File: src/rtl/alu_pkg.sv
`default_nettype none
// ============================================================================
//  Module      : alu_pkg
//  Description : Shared encodings, FSM state type and flag bundle for the
//                multi-cycle EX-stage ALU.
//  Revision    : 1.0  initial release
// ============================================================================
package alu_pkg;

    // alu_op field from the main decoder
    localparam logic [1:0] ALUOP_ADD   = 2'b00;
    localparam logic [1:0] ALUOP_SUB   = 2'b01;
    localparam logic [1:0] ALUOP_FUNCT = 2'b10;

    // R-type funct field values
    localparam logic [5:0] FUNCT_ADD  = 6'b100000;
    localparam logic [5:0] FUNCT_SUB  = 6'b100010;
    localparam logic [5:0] FUNCT_AND  = 6'b100100;
    localparam logic [5:0] FUNCT_OR   = 6'b100101;
    localparam logic [5:0] FUNCT_SLT  = 6'b101010;
    localparam logic [5:0] FUNCT_MUL  = 6'b011100;
    localparam logic [5:0] FUNCT_DIVU = 6'b011011;

    // 3-bit ALU control codes
    localparam logic [2:0] CTRL_AND  = 3'b000;
    localparam logic [2:0] CTRL_OR   = 3'b001;
    localparam logic [2:0] CTRL_ADD  = 3'b010;
    localparam logic [2:0] CTRL_DIVU = 3'b100;
    localparam logic [2:0] CTRL_MUL  = 3'b101;
    localparam logic [2:0] CTRL_SUB  = 3'b110;
    localparam logic [2:0] CTRL_SLT  = 3'b111;

    typedef enum logic [1:0] {
        S_IDLE = 2'd0,
        S_MUL  = 2'd1,
        S_DIV  = 2'd2,
        S_DONE = 2'd3
    } alu_state_t;

    // Status flags that travel with the registered result
    typedef struct packed {
        logic zero;
        logic div_by_zero;
    } alu_flags_t;

endpackage : alu_pkg
`default_nettype wire

File: src/rtl/alu_func_dec.sv
`default_nettype none
// ============================================================================
//  Module      : alu_func_dec
//  Description : Combinational alu_op/funct to 3-bit ALU control decoder.
//                DIVU maps to ADD when the divider is not built.
//  Revision    : 1.0  initial release
// ============================================================================
module alu_func_dec
    import alu_pkg::*;
#(
    parameter int DIV_EN = 1
) (
    input  logic [1:0] alu_op_i,
    input  logic [5:0] funct_i,
    output logic [2:0] alu_control_o
);

    logic [2:0] w_divu_ctrl;

    generate
        if (DIV_EN != 0) begin : g_divu
            assign w_divu_ctrl = CTRL_DIVU;
        end else begin : g_no_divu
            assign w_divu_ctrl = CTRL_ADD;
        end
    endgenerate

    // alu_op selects add/sub directly; otherwise the funct field decides
    always_comb begin
        alu_control_o = CTRL_ADD;
        case (alu_op_i)
            ALUOP_ADD: alu_control_o = CTRL_ADD;
            ALUOP_SUB: alu_control_o = CTRL_SUB;
            default: begin
                case (funct_i)
                    FUNCT_ADD:  alu_control_o = CTRL_ADD;
                    FUNCT_SUB:  alu_control_o = CTRL_SUB;
                    FUNCT_AND:  alu_control_o = CTRL_AND;
                    FUNCT_OR:   alu_control_o = CTRL_OR;
                    FUNCT_SLT:  alu_control_o = CTRL_SLT;
                    FUNCT_MUL:  alu_control_o = CTRL_MUL;
                    FUNCT_DIVU: alu_control_o = w_divu_ctrl;
                    default:    alu_control_o = CTRL_ADD;
                endcase
            end
        endcase
    end

endmodule : alu_func_dec
`default_nettype wire

File: src/rtl/alu_seq_unit.sv
`default_nettype none
// ============================================================================
//  Module      : alu_seq_unit
//  Description : Multi-cycle EX-stage ALU with valid/ready handshake, flush,
//                iterative shift-add multiplier and restoring divider.
//  Revision    : 1.0  initial release
// ============================================================================
module alu_seq_unit
    import alu_pkg::*;
#(
    parameter int WIDTH  = 32,
    parameter int DIV_EN = 1
) (
    input  logic             clk,
    input  logic             rst_n,
    input  logic             flush,
    input  logic             in_valid,
    output logic             in_ready,
    input  logic [1:0]       alu_op,
    input  logic [5:0]       funct,
    input  logic [WIDTH-1:0] src_a,
    input  logic [WIDTH-1:0] src_b,
    output logic             out_valid,
    input  logic             out_ready,
    output logic [WIDTH-1:0] result,
    output logic             zero,
    output logic             div_by_zero,
    output logic [2:0]       alu_control,
    output logic             busy
);

    localparam int CNT_W = $clog2(WIDTH) + 1;

    alu_state_t        state_q, state_d;
    logic [CNT_W-1:0]  cnt_q;
    // MUL: acc = partial sum, opa = multiplicand (<<), opb = multiplier (>>)
    // DIV: acc = remainder,   opa = dividend -> quotient,  opb = divisor
    logic [WIDTH-1:0]  acc_q, opa_q, opb_q;
    logic [WIDTH-1:0]  result_q;
    alu_flags_t        flags_q;
    logic [2:0]        ctrl_q;

    logic [2:0]        w_ctrl;
    logic              w_accept;
    logic [WIDTH-1:0]  w_simple;
    logic [WIDTH-1:0]  w_mul_acc;
    logic [WIDTH:0]    w_div_shift;
    logic [WIDTH:0]    w_div_trial;
    logic              w_div_ok;
    logic [WIDTH-1:0]  w_div_rem;
    logic [WIDTH-1:0]  w_div_quo;

    alu_func_dec #(.DIV_EN(DIV_EN)) u_dec (
        .alu_op_i      (alu_op),
        .funct_i       (funct),
        .alu_control_o (w_ctrl)
    );

    assign w_accept = in_valid & in_ready;

    // Single-cycle operations, evaluated on the live operands at accept
    always_comb begin
        w_simple = src_a + src_b;
        case (w_ctrl)
            CTRL_AND: w_simple = src_a & src_b;
            CTRL_OR:  w_simple = src_a | src_b;
            CTRL_SUB: w_simple = src_a - src_b;
            CTRL_SLT: w_simple = {{(WIDTH-1){1'b0}}, ($signed(src_a) < $signed(src_b))};
            default:  w_simple = src_a + src_b;
        endcase
    end

    // One multiplier step and one restoring-division step per cycle
    always_comb begin
        w_mul_acc   = opb_q[0] ? (acc_q + opa_q) : acc_q;
        w_div_shift = {acc_q, opa_q[WIDTH-1]};
        w_div_trial = w_div_shift - {1'b0, opb_q};
        w_div_ok    = ~w_div_trial[WIDTH];
        w_div_rem   = w_div_ok ? w_div_trial[WIDTH-1:0] : w_div_shift[WIDTH-1:0];
        w_div_quo   = {opa_q[WIDTH-2:0], w_div_ok};
    end

    // State register
    always_ff @(posedge clk) begin
        if (!rst_n) begin
            state_q <= S_IDLE;
        end else begin
            state_q <= state_d;
        end
    end

    // Next-state logic; flush overrides everything
    always_comb begin
        state_d = state_q;
        case (state_q)
            S_IDLE, S_DONE: begin
                if (w_accept) begin
                    if (w_ctrl == CTRL_MUL) begin
                        state_d = S_MUL;
                    end else if ((w_ctrl == CTRL_DIVU) && (src_b != '0)) begin
                        state_d = S_DIV;
                    end else begin
                        state_d = S_DONE;
                    end
                end else if (state_q == S_DONE && out_ready) begin
                    state_d = S_IDLE;
                end
            end
            S_MUL, S_DIV: begin
                if (cnt_q == '0) begin
                    state_d = S_DONE;
                end
            end
            default: state_d = S_IDLE;
        endcase
        if (flush) begin
            state_d = S_IDLE;
        end
    end

    // Handshake and status outputs decoded from the current state
    always_comb begin
        in_ready  = rst_n & ~flush &
                    ((state_q == S_IDLE) | ((state_q == S_DONE) & out_ready));
        out_valid = (state_q == S_DONE);
        busy      = (state_q == S_MUL) | (state_q == S_DIV);
    end

    // Operand latching, iteration datapath and registered result
    always_ff @(posedge clk) begin
        if (!rst_n) begin
            cnt_q    <= '0;
            acc_q    <= '0;
            opa_q    <= '0;
            opb_q    <= '0;
            result_q <= '0;
            flags_q  <= '0;
            ctrl_q   <= CTRL_ADD;
        end else if (flush) begin
            cnt_q <= '0;
        end else if (w_accept) begin
            ctrl_q <= w_ctrl;
            cnt_q  <= CNT_W'(WIDTH - 1);
            acc_q  <= '0;
            opa_q  <= src_a;
            opb_q  <= src_b;
            if (w_ctrl == CTRL_DIVU && src_b == '0) begin
                result_q <= '1;
                flags_q  <= '{zero: 1'b0, div_by_zero: 1'b1};
            end else if (w_ctrl != CTRL_MUL && w_ctrl != CTRL_DIVU) begin
                result_q <= w_simple;
                flags_q  <= '{zero: (w_simple == '0), div_by_zero: 1'b0};
            end
        end else if (state_q == S_MUL) begin
            acc_q <= w_mul_acc;
            opa_q <= {opa_q[WIDTH-2:0], 1'b0};
            opb_q <= {1'b0, opb_q[WIDTH-1:1]};
            if (cnt_q == '0) begin
                result_q <= w_mul_acc;
                flags_q  <= '{zero: (w_mul_acc == '0), div_by_zero: 1'b0};
            end else begin
                cnt_q <= cnt_q - CNT_W'(1);
            end
        end else if (state_q == S_DIV) begin
            acc_q <= w_div_rem;
            opa_q <= w_div_quo;
            if (cnt_q == '0) begin
                result_q <= w_div_quo;
                flags_q  <= '{zero: (w_div_quo == '0), div_by_zero: 1'b0};
            end else begin
                cnt_q <= cnt_q - CNT_W'(1);
            end
        end
    end

    assign result      = result_q;
    assign zero        = flags_q.zero;
    assign div_by_zero = flags_q.div_by_zero;
    assign alu_control = ctrl_q;

endmodule : alu_seq_unit
`default_nettype wire
File: config.mk
export PLATFORM = sky130hd
export DESIGN_NAME = alu_seq_unit
export DESIGN_NICKNAME = d
export VERILOG_FILES = /design/src/rtl/alu_pkg.sv /design/src/rtl/alu_func_dec.sv /design/src/rtl/alu_seq_unit.sv
export SDC_FILE = /design/constraint.sdc
export NUM_CORES = 1
export LEC_CHECK = 0
export CAP_MARGIN = 20
export CORE_ASPECT_RATIO = 0.6
export CORE_MARGIN = 5
export CORE_UTILIZATION = 50
export DETAILED_ROUTE_END_ITERATION = 8
export PLACE_DENSITY = 0.78
export SYNTH_ARGS = -nofsm -noshare
export SYNTH_HDL_FRONTEND = slang
export SYNTH_SLANG_ARGS = --single-unit
File: constraint.sdc
create_clock -name clk -period 3.4 [get_ports clk]
set_input_delay 0.34 -clock clk [delete_from_list [all_inputs] [get_ports clk]]
set_output_delay 0.34 -clock clk [all_outputs]
set_load 0.02 [all_outputs]
# Word level (Yosys, flattened, before mapping)
# Cells that the tools add are included.
[totals]
ff_bits = 141
input_bits = 77
output_inout_bits = 40
elab_cells = 111
[classes]
addsub = 5
magnitude_cmp = 1
eq_ne = 22
muxes = 37
bitwise_logic = 11
n_reduce_logical = 25
[ops]
columns = ["cell", "n"]
rows = [
  ["$mux 32", 17],
  ["$logic_not 32->1", 4],
  ["$pmux 32 s4", 1],
  ["$add 32x32->32", 2],
  ["$sub 33x32->33", 1],
  ["$and 32x32->32", 1],
  ["$lt 32x32->1", 1],
  ["$or 32x32->32", 1],
  ["$reduce_bool 32->1", 1],
  ["$sub 32x32->32", 1],
  ["$eq 6x6->1 const B", 4],
  ["$mux 2", 11],
  ["$mux 6", 3],
  ["$pmux 3 s6", 1],
  ["$ne 3x3->1 const B", 5],
  ["$eq 3x3->1 const B", 4],
  ["$eq 6x5->1 const B", 2],
  ["$reduce_and 2->1", 4],
  ["$logic_not 6->1", 1],
  ["$pmux 3 s2", 1],
  ["$reduce_or 2->1", 3],
  ["$sub 6x1->6 const B", 1],
  ["$mux 5", 1],
  ["$reduce_and 5->1", 1],
  ["16 further kinds", 29],
]

# Depth between registers and ports, before layout
[depth]
depth_word = 9
ltp_mapped = 17
depth_no_buf = 15

# By module
# A second synthesis with hierarchy kept.
[hier_totals]
cells_unflattened = 2235
area_unflattened_um2 = 16240.6
[modules_own_cells]
columns = ["module", "instances", "cells_each", "area_each_um2", "seq_area_each_um2"]
rows = [
  ["alu_seq_unit", 1, 2215, 16119.2, 2822.7],
  ["alu_func_dec", 1, 20, 121.4, 0.0],
]

# Least setup slack after synthesis
# OpenSTA, ideal clock, no wires.
[synth_path]
kind = "register to register"
startpoint = "reg opa_q[31]"
endpoint = "reg acc_q[27]"
setup_time_ns = 0.117
arrival_ns = 3.265
required_time_ns = 3.283
slack_ns = 0.018
path_stages_with_launch = 17
path_buffers = 2
synth_period_minus_slack_ns = 3.382
cell_sequence = "dfxtp_1 -> inv_1 -> ha_1 -> inv_1 -> fa_1 -> a21oi_1 -> o22ai_1 -> a311o_1 -> a2bb2oi_1 -> a21oi_1 -> a21oi_1 -> mux2i_1 -> a21oi_1 -> buf_2 -> buf_1 -> o211ai_1 -> a32o_1"
[synth_between]
elab_chain_cells = 5
[synth_lines]
columns = ["item", "line", "text"]
rows = [
  ["start: declaration", "alu_seq_unit.sv:38", "logic [WIDTH-1:0] acc_q, opa_q, opb_q;"],
  ["start signal: assignment", "alu_seq_unit.sv:145", "opa_q <= src_a;"],
  ["start signal: assignment", "alu_seq_unit.sv:156", "opa_q <= {opa_q[WIDTH-2:0], 1'b0};"],
  ["start signal: assignment", "alu_seq_unit.sv:166", "opa_q <= w_div_quo;"],
  ["$sub 33x32->33", "alu_seq_unit.sv:77", "w_div_trial = w_div_shift - {1'b0, opb_q};"],
  ["$mux 32", "alu_seq_unit.sv:79", "w_div_rem = w_div_ok ? w_div_trial[WIDTH-1:0] : w_div_shift[WIDTH-1:0];"],
  ["$mux 32", "alu_seq_unit.sv:164", "end else if (state_q == S_DIV) begin"],
  ["$mux 32", "alu_seq_unit.sv:154", "end else if (state_q == S_MUL) begin"],
  ["$mux 32", "alu_seq_unit.sv:141", "end else if (w_accept) begin"],
  ["end signal: assignment", "alu_seq_unit.sv:155", "acc_q <= w_mul_acc;"],
  ["end signal: assignment", "alu_seq_unit.sv:165", "acc_q <= w_div_rem;"],
  ["end: declaration", "alu_seq_unit.sv:38", ""],
]
# No other way between the ends. The select of a mux whose other input is x is not followed.
# A chain may end at the register's enable or synchronous reset.

# Final worst setup path
[layout_path]
startpoint = "reg opa_q[31]"
endpoint = "reg acc_q[10]"
# The elaborated chain is that of the path after synthesis.

==> summary.md <==
| Metric | Value |
|---|---|
| Final Max Slew Viols | `0` |
| WL per Instance | `24.9 um` |
| Crit path depth | `18` |
| Synth Net Count | `2,463` |
| Cell mode on critical path | `a21oi_4` |
| Slowest Stage Delay on Critical Path | `440 ps` |
| Setup ws final | `-297 ps` |
| Die Wd | `243 um` |
| Ys Warns | `0` |
| Drt total wl | `82,300 um` |
| Synth area leader | `dfxtp_1` |
| Layout cells sized above 1 | `34.3%` |
| RD Place Congestion | `1.07` |
| Core area | `0.0322 sq mm` |
| Synth async-reset ratio | `0%` |
| Register share of total power | `16.9%` |
| Placed Cells | `3,221` |
| Period minus WS final | `3700 ps` |
| Die height | `150 um` |
| Layout area overhead | `51.9%` |
| First-pass GRT wire length | `121,000 um` |
| DP Worst Slack | `-1040 ps` |
| Gate Count Post-Synth | `2,218` |
| Initial antenna violation count | `4` |
| Crit start category | `flip-flop` |
| Non-Filler Instances | `3,310` |
| # IOs | `117` |
| Root cell of the clock tree | `clkbuf_16` |
| Clk buf depth | `2` |
| Sequential element share of the synthesized area | `17.4%` |
| Total iterations of the first detailed-routing run | `7` |
| Skew-Pair Late Insertion Delay | `440 ps` |
| Clk pwr share | `18.7%` |
| Int Power | `0.00667 W` |
| Critical path's top delay family | `compound AO/OA/AOI/OAI gates` |
| RSZ-0062 raised after global routing | `true` |
| Initial Util | `50.4%` |
| Hold-fix buffers, CTS | `0` |
| Worst r2r path cells | `18` |
| Top post-synthesis cells by area | `dfxtp_1, ha_1, nand2_1` |
| Leak pwr | `11.2 nW` |
| Pwr/cell area | `470 mW/mm^2` |
| Final hold violations | `0` |
| Clock transition at path regs | `70 ps` |
| DIE AREA | `0.0363 sq mm` |
| Gr usage total | `42.5%` |
| Design Area, Final | `0.0246 sq mm` |
| Detail Route Antenna Nets | `0` |
| Count of flip-flops with a built-in enable after synthesis | `0` |
| # port buffers | `116` |
| Mapped cell area | `0.0162 sq mm` |
| Buffer and inverter count on the worst path | `5` |
| Critical path fanouts, max | `9` |
| Largest net degree at the start of global routing | `185` |
| Hold Crit Class | `in -> reg` |
| Count leader, synth | `nand2_1` |
| Syn avg cell area | `7.32 sq um` |
| Rows | `51` |
| Hold slack | `392 ps` |
| Fillers | `2,321` |
| WP data required | `3730 ps` |
| CP Cell Sequence | `inv_4 -> ha_4 -> inv_2 -> fa_2 -> a21oi_4 -> o22ai_4 -> a311o_1 -> a2bb2oi_4 -> a21oi_4 -> a21oi_4 -> mux2i_2 -> a21oi_4 -> buf_12 -> buf_6 -> buf_16 -> nand2_2 -> o211ai_1 -> a32o_1` |
| # Max-Cap Violations | `0` |
| Multi-input logic area | `0.0137 sq mm` |
| Vias in the first global route | `20,700` |
| #FFs+latches synth | `141` |
| Main flop type after synthesis | `dfxtp_1` |
| DR vias | `22,200` |
| Total CTS buffers | `17` |
| CP arrival | `4030 ps` |
| Post-Route Skew | `10.4 ps` |
| Post-placement cell area | `0.0220 sq mm` |
| Final setup violation count | `35` |
| Number of remaining DRC errors | `0` |
| Peak supply drop | `0.000474 V` |
| FF-to-FF setup slack | `-300 ps` |
| Worst Hold Depth | `4` |
| # H-tree levels | `4` |
| Vias/cell | `6.71` |
| Proportion of netlist area held by the largest area contributor | `17.4%` |
| Register area | `0.00285 sq mm` |
| Hpwl dp | `62,400 um` |
| CTS tree | `built` |
| Combinational group share of total power | `64.4%` |
| Relative slew margins | `22.8%` |
| Worst-margin pin slew | `1160 ps` |
| Slowest-stage cell, CP | `a311o_1` |
| Switching part of the total | `42.4%` |
| Period utilisation layout | `109%` |
| Critical path class | `reg -> reg` |
| Fmax | `270 MHz` |
| CP endpoint kind | `flip-flop` |
| Nets@finish | `3,117` |
| Run status | `complete, but fails checks` |
| Clk sinks | `141` |
| GR Overflow Total | `0` |
| Failing checks | `negative setup slack` |
| Commonest cells post-synth | `nand2_1, ha_1, inv_1, a21oi_1, dfxtp_1` |
| Synth cell types | `101` |
| P_sw | `0.00490 W` |
| Drt initial violations | `3,040` |
-- layout by cell type (no fill, tap or decap), drive strengths merged, types with 19 or more instances in the layout --
master / count
a211oi: 43
nand3: 41
o21a: 24
o211ai: 124
nor2: 136
xnor2: 28
nor4: 31
a21oi: 147
clkbuf: 23
a31oi: 43
nor2b: 23
clkdlybuf4s50: 82
o211a: 65
a32o: 27
ha: 164
dfxtp: 141
nand2: 249
inv: 150
nand2b: 27
buf: 664
nand4: 26
xor2: 19
a21o: 34
nor3: 55
o21ai: 149
-- final timing paths --
| path | startpoint | to |
|---|---|---|
| max reg2reg | opa_q[31] | acc_q[10] |
| max | opa_q[31] | acc_q[10] |
| min reg2reg | alu_control[2] | alu_control[2] |
| min | rst_n | cnt_q[1] |
-- power by group through the flow --
| stage | combinational, W | clock, W | sequential (W) |
|---|---|---|---|
| global route | 0.00776 | 0.00224 | 0.00197 |
| global placement | 0.00540 | 0 | 0.00197 |
| detailed placement | 0.00553 | 0 | 0.00198 |
| CTS | 0.00639 | 0.00213 | 0.00194 |
| floorplan | 0.00309 | 0 | 0.00198 |
| finish | 0.00746 | 0.00216 | 0.00196 |
-- registers in the layout (all words and copies together), names as in the netlist --
name / cells
acc_q: 32
alu_control: 3
cnt_q: 6
div_by_zero: 1
opa_q: 32
opb_q: 32
result: 32
state_q: 2
zero: 1
-- cells by family after synthesis --
group           after synthesis  synth area share (%)
fa+ha+maj                   168                  13.1
mux                          22                  1.40
buf+inv                     294                  6.96
simple gates                700                  21.2
flops                       141                  17.4
compound gates              846                  37.3
xor+xnor                     47                  2.54
-- stage by stage --
step	util (%)	power, W	TNS, ps
global placement	68.3	0.00738	-33640
global route	76.5	0.0120	-7730
floorplan	-	0.00508	0
finish	76.5	0.0116	-7140
detailed placement	68.3	0.00750	-38720
CTS	73.8	0.0105	-1530
-- repair_timing --
action / in CTS / in global routing
pin swaps: 81 / 80
resized for setup: 212 / 163
gates cloned: 3 / 1
endpoints found under the setup margin: 49 / 46
setup buffers: 31 / 22
-- worst register-to-register path: stages, from the launching register on --
cell,delay [ps]
dfxtp_2,340
inv_4,90
ha_4,160
inv_2,40
fa_2,380
a21oi_4,200
o22ai_4,120
a311o_1,440
a2bb2oi_4,290
a21oi_4,110
a21oi_4,170
mux2i_2,300
a21oi_4,60
buf_12,170
buf_6,150
buf_16,130
nand2_2,60
o211ai_1,110
a32o_1,240
-- final cells by class --
cell class / count / area share, %
diodes: 1 / 0.0102
multi-input cells: 1783 / 55.6
flip-flops and latches: 141 / 11.6
repair buffers: 779 / 25.7
well taps: 424 / 2.15
clock buffers: 18 / 1.78
clock inverters: 14 / 0.878
inverters: 150 / 2.31
-- metal layers --
| layer | up-vias | track usage [%] | wire length (um) |
|---|---|---|---|
| li1 | 9670 | - | - |
| met1 | 10400 | 58.9 | 33300 |
| met2 | 1755 | 61.0 | 32300 |
| met3 | 347 | 14.1 | 12100 |
| met4 | 6 | 16.5 | 4420 |
| met5 | - | 0 | 36 |
Note: power is estimated with default switching activity, not from simulation.
